==> src/rtl/mem_arbiter.sv <==
// ---------------------------------------------------------------------------
// mem_arbiter
//
// Purpose:
//   Shares one line-wide data memory port between two cache requesters:
//   requester 0 (data cache) and requester 1 (instruction cache). Exactly one
//   memory transaction is in flight at a time. The winner's write qualifier,
//   address and write data are latched when it is granted, so the memory sees
//   stable values for the whole transaction. After each completion the memory
//   enable is held low for one GAP cycle before the next grant can begin.
//
// Configuration macro:
//   MEM_ARB_RR_EN  defined   -> round-robin on ties (grant the requester that
//                               was not granted last; last-grant resets to 1,
//                               so requester 0 wins the first tie).
//                  undefined -> fixed priority on ties (requester 0 always).
//
// Parameters:
//   ADDR_W  memory byte-address width
//   DATA_W  cache-line width
//
// Ports:
//   clk_i          single clock, rising edge
//   rst_i          asynchronous, active-high reset
//   m0_enable_i    requester 0 request
//   m0_write_i     requester 0 write qualifier
//   m0_addr_i      requester 0 line address
//   m0_data_i      requester 0 write data
//   m0_ack_o       requester 0 completion pulse (same cycle as mem_ack_i)
//   m0_data_o      requester 0 read data (valid with m0_ack_o, else 0)
//   m1_*           same set for requester 1
//   mem_enable_o   memory request, high for the whole transaction
//   mem_write_o    memory write qualifier (latched)
//   mem_addr_o     memory address (latched)
//   mem_data_o     memory write data (latched)
//   mem_ack_i      memory completion
//   mem_data_i     memory read data
// ---------------------------------------------------------------------------
module mem_arbiter #(
  parameter int ADDR_W = 32,
  parameter int DATA_W = 256
) (
  input  logic              clk_i,
  input  logic              rst_i,

  input  logic              m0_enable_i,
  input  logic              m0_write_i,
  input  logic [ADDR_W-1:0] m0_addr_i,
  input  logic [DATA_W-1:0] m0_data_i,
  output logic              m0_ack_o,
  output logic [DATA_W-1:0] m0_data_o,

  input  logic              m1_enable_i,
  input  logic              m1_write_i,
  input  logic [ADDR_W-1:0] m1_addr_i,
  input  logic [DATA_W-1:0] m1_data_i,
  output logic              m1_ack_o,
  output logic [DATA_W-1:0] m1_data_o,

  output logic              mem_enable_o,
  output logic              mem_write_o,
  output logic [ADDR_W-1:0] mem_addr_o,
  output logic [DATA_W-1:0] mem_data_o,
  input  logic              mem_ack_i,
  input  logic [DATA_W-1:0] mem_data_i
);

  typedef enum logic [1:0] {
    IDLE  = 2'd0,
    BUSY0 = 2'd1,
    BUSY1 = 2'd2,
    GAP   = 2'd3
  } state_t;

  state_t              state_q, state_d;
  logic                write_q, write_d;
  logic [ADDR_W-1:0]   addr_q,  addr_d;
  logic [DATA_W-1:0]   data_q,  data_d;

  // Arbitration result for the current IDLE cycle: 1 selects requester 1.
  logic                any_req;
  logic                grant1;

`ifdef MEM_ARB_RR_EN
  // Index of the requester granted most recently.
  logic                last_grant_q, last_grant_d;
`endif

  // -------------------------------------------------------------------------
  // Winner selection. A lone requester always wins; a tie is broken either by
  // round-robin history or by fixed priority toward requester 0.
  // -------------------------------------------------------------------------
  always_comb begin
    any_req = m0_enable_i | m1_enable_i;
    grant1  = 1'b0;
    if (m1_enable_i && !m0_enable_i) begin
      grant1 = 1'b1;
    end
`ifdef MEM_ARB_RR_EN
    else if (m1_enable_i && m0_enable_i) begin
      grant1 = ~last_grant_q;
    end
`endif
  end

  // -------------------------------------------------------------------------
  // Next state, latched transaction fields and outputs.
  // -------------------------------------------------------------------------
  always_comb begin
    state_d      = state_q;
    write_d      = write_q;
    addr_d       = addr_q;
    data_d       = data_q;
`ifdef MEM_ARB_RR_EN
    last_grant_d = last_grant_q;
`endif

    mem_enable_o = 1'b0;
    mem_write_o  = 1'b0;
    mem_addr_o   = '0;
    mem_data_o   = '0;
    m0_ack_o     = 1'b0;
    m0_data_o    = '0;
    m1_ack_o     = 1'b0;
    m1_data_o    = '0;

    unique case (state_q)
      IDLE: begin
        // Decisions are made only here, so a running transaction is never
        // preempted. mem_ack_i is deliberately not looked at.
        if (any_req) begin
          state_d = grant1 ? BUSY1 : BUSY0;
          write_d = grant1 ? m1_write_i : m0_write_i;
          addr_d  = grant1 ? m1_addr_i  : m0_addr_i;
          data_d  = grant1 ? m1_data_i  : m0_data_i;
`ifdef MEM_ARB_RR_EN
          last_grant_d = grant1;
`endif
        end
      end

      BUSY0, BUSY1: begin
        // Memory side is driven only from the latched copy so the requester
        // may change or drop its inputs without disturbing the transaction.
        mem_enable_o = 1'b1;
        mem_write_o  = write_q;
        mem_addr_o   = addr_q;
        mem_data_o   = data_q;
        if (mem_ack_i) begin
          // Completion is passed straight through in the ack cycle.
          if (state_q == BUSY0) begin
            m0_ack_o  = 1'b1;
            m0_data_o = mem_data_i;
          end else begin
            m1_ack_o  = 1'b1;
            m1_data_o = mem_data_i;
          end
          state_d = GAP;
        end
      end

      GAP: begin
        // One cycle with enable low between back-to-back transactions.
        state_d = IDLE;
      end

      default: begin
        state_d = IDLE;
      end
    endcase
  end

  // -------------------------------------------------------------------------
  // State and latched transaction registers. Reset forces IDLE at once, which
  // also forces every output to zero through the decode above.
  // -------------------------------------------------------------------------
  always_ff @(posedge clk_i or posedge rst_i) begin
    if (rst_i) begin
      state_q <= IDLE;
      write_q <= 1'b0;
      addr_q  <= '0;
      data_q  <= '0;
    end else begin
      state_q <= state_d;
      write_q <= write_d;
      addr_q  <= addr_d;
      data_q  <= data_d;
    end
  end

`ifdef MEM_ARB_RR_EN
  // Resets to 1 so requester 0 wins the first tie after reset.
  always_ff @(posedge clk_i or posedge rst_i) begin
    if (rst_i) begin
      last_grant_q <= 1'b1;
    end else begin
      last_grant_q <= last_grant_d;
    end
  end
`endif

endmodule

==> config.mk <==
export PLATFORM = sky130hd
export DESIGN_NAME = mem_arbiter
export DESIGN_NICKNAME = d
export VERILOG_FILES = /design/src/rtl/mem_arbiter.sv
export SDC_FILE = /design/constraint.sdc
export NUM_CORES = 1
export LEC_CHECK = 0
export CORE_AREA = 10 10 638 640
export DETAILED_ROUTE_END_ITERATION = 8
export DIE_AREA = 0 0 648 650
export DONT_BUFFER_PORTS = 1
export GPL_TIMING_DRIVEN = 0
export PLACE_DENSITY = 0.3
export SYNTH_ARGS = -nofsm -noshare
export SYNTH_HDL_FRONTEND = slang
export SYNTH_SLANG_ARGS = --single-unit
export TNS_END_PERCENT = 5
==> constraint.sdc <==
create_clock -name clk_i -period 14.8 [get_ports clk_i]
set_input_delay 4.44 -clock clk_i [delete_from_list [all_inputs] [get_ports clk_i]]
set_output_delay 4.44 -clock clk_i [all_outputs]
set_load 0.05 [all_outputs]
==> flow_summary.ini <==
[sta]
min_period_over_period_pct = 78.1
fmax_ghz = 0.0865
post-route-min-period_ns = 11.56
finalHoldViolCount = 0
setup_ws_ns = 3.24
setup_viol = 0
worst_pin_slew_ns = 1.56
fin_worst_skew_ns = 0.0527
slew-limit-headroom_pct = -3.34
setup_tns_ns = 0
rsz0062_at_grt = no
report.final.slew_viol_count = 1
holdWs_ns = 0.467

[placement]
io_buffers = 0
placed_cell_area_um2 = 25300
place_congestion = 0.976
dp_slack_ns = 2.95
dpl.hpwl_mm = 242
dp_cells = 7457

[logic_synthesis]
synth-seq-area-share_pct = 39.5
netlist_instances = 2201
synth_area_per_cell_um2 = 8.37
yosysTopAreaCellShare_pct = 39.5
syn_nets = 3043
synth_seq_cells = 291
synth_area_um2 = 18400
synthArstFlopShare_pct = 100
synth_area_leaders = dfrtp_1, and2_1, a32oi_1
synth-edff-count = 0
ys.flop_type = dfrtp_1
ys_types = 20
yosys.area.top_type = dfrtp_1
ys.warnings.count = 0

[route]
drc = 0
wl_per_cell_um = 34.5
drtIter0Drc = 2046
post_drt_via_cell_ratio = 2.69
wirelength_mm = 266
drtPass1Iterations = 8
antenna_left = 0
routed-via-count = 20700

[setup_path]
crit_slowest_cell = and2_1
path_max_fanout = 11
rr_worst_depth = 7
end_kind = primary output
cp_num_buf_inv = 2
cp_top_family = simple AND/OR/NAND/NOR gates
crit-reg2reg-capture = data_q[92]
start_kind = primary input
critical-path-max-stage-delay_ns = 0.85
r2r_slack_ns = 11.72
required_ns = 10.36
cp.arrival_ns = 7.12
cp_cell_sequence = and3_1, buf_4, clkbuf_1, and2_1
criticalPathCategory = in2out
rr_startpoint = state_q[1]

[run]
cap_violations = 1

[min_path]
min_to = data_q[188]
hp-start = data_q[188]
worstHoldPathType = reg2reg
min_delay_path_depth = 2

[floorplan]
core_area_um2 = 394000
die_h_um = 650
die_area_um2 = 421000
die_w_um = 648
start_util_pct = 4.67
fp-row-count = 231
pin_count = 1643

[clocking]
cts_hold_buf = 0
cts_tree = built
clkSlewWorstSetupHoldPaths_ns = 0.06
cts_buffers = 37
clk_path_buf_depth = 3
cts_root_buf = clkbuf_16
clock_sinks = 291
cts_htree_levels = 2
clk_latency_ns = 0.65
cts_resized = 0
cts_setup_buffers = 0

[pwr]
leakage_nw = 9.80
p_total_mw = 8.66
vdd_ir_drop_max_mv = 0.105
p_per_area_nw_per_um2 = 321

[global_route]
grt_usage_pct = 11.8
antenna_found_initial = 247
overflow = 0
grt_pass1_vias = 18600
grt_pass1_wl_mm = 307
grt_max_degree = 104

[finish]
syn2layout_area_growth_pct = 46.5
fillers = 46500
drive_gt1_share_pct = 9.05
mostFrequentLayoutCells = and2_1, nand2_1, dfrtp_1
final_common_cell = and2_1
layout.cells.non_filler = 7709
seq_area_um2 = 7280
final_area_um2 = 27000
finalNetCount = 3096
final_core_util_pct = 6.85
multi_input_area_um2 = 9910

[run_status]
violations = capacitance limit, slew limit
status = complete, but fails checks
==> worst register-to-register path: cells and delay by family (launching register included) <==
family                     cells  cell delay [ns]
and+or+nand+nor                1             0.18
DFF                            1             0.40
buffers and inverters          4             1.74
AOI/OAI and AO/OA              1             0.52
adders and majority gates      1             0.14
==> sequential cells by signal, indices dropped and copies added, names as in the netlist <==
register  cells
write_q       1
data_q      256
state_q       2
addr_q       32
==> how the worst max path moves through the flow <==
stage               from  slack (ns)  depth (start not counted)             to
2_1_floorplan      rst_i        2.33                          1      addr_q[0]
3_3_place_gp       rst_i       -3.16                          1    data_q[147]
3_5_place_dp   mem_ack_i        2.95                          4   m0_data_o[9]
4_1_cts        mem_ack_i        2.95                          4   m0_data_o[9]
5_1_grt        mem_ack_i        2.94                          4  m0_data_o[10]
6_report       mem_ack_i        3.24                          4  m0_data_o[11]
==> routing by layer <==
layer | vias to the layer above | GRT usage (%) | part of all wire [%]
met5 | - | 0.294 | 0.28
met4 | 90 | 3.78 | 4.4
met3 | 662 | 5.72 | 12
met2 | 2003 | 22.5 | 53
met1 | 10300 | 10.9 | 31
li1 | 7689 | - | -
==> Yosys cell counts (all sizes together), types with 2 or more instances <==
library cell / instances
a21oi: 2
a32oi: 289
and2: 803
buf: 95
clkbuf: 123
dfrtp: 291
ha: 3
inv: 4
nand2: 580
nor2b: 2
o21ai: 3
o22ai: 2
==> cell type report <==
cell class,count,share of cell area [%]
clock inverter,4,0.172
multi-input combinational,1688,36.7
sequential,291,27.0
tap,5242,24.3
antenna,192,1.78
clock buffer,56,4.22
timing repair buffer,14,1.00
inverter,4,0.0834
buffer,218,4.76
==> report_power, final <==
group	total (mW)	internal [mW]	leakage, nW	switching [mW]
clock network	0.937	0.528	0.587	0.409
registers	1.40	1.18	3.60	0.216
logic	6.32	0.836	5.61	5.48
total	8.66	2.55	9.80	6.11
==> cell families after synthesis <==
family	after synthesis	share of synthesized area, %
flops	291	39.5
simple gates	1388	39.3
buf+inv	222	7.01
compound gates	297	14.0
fa+ha+maj	3	0.204
(Power assumes the default switching activity.)
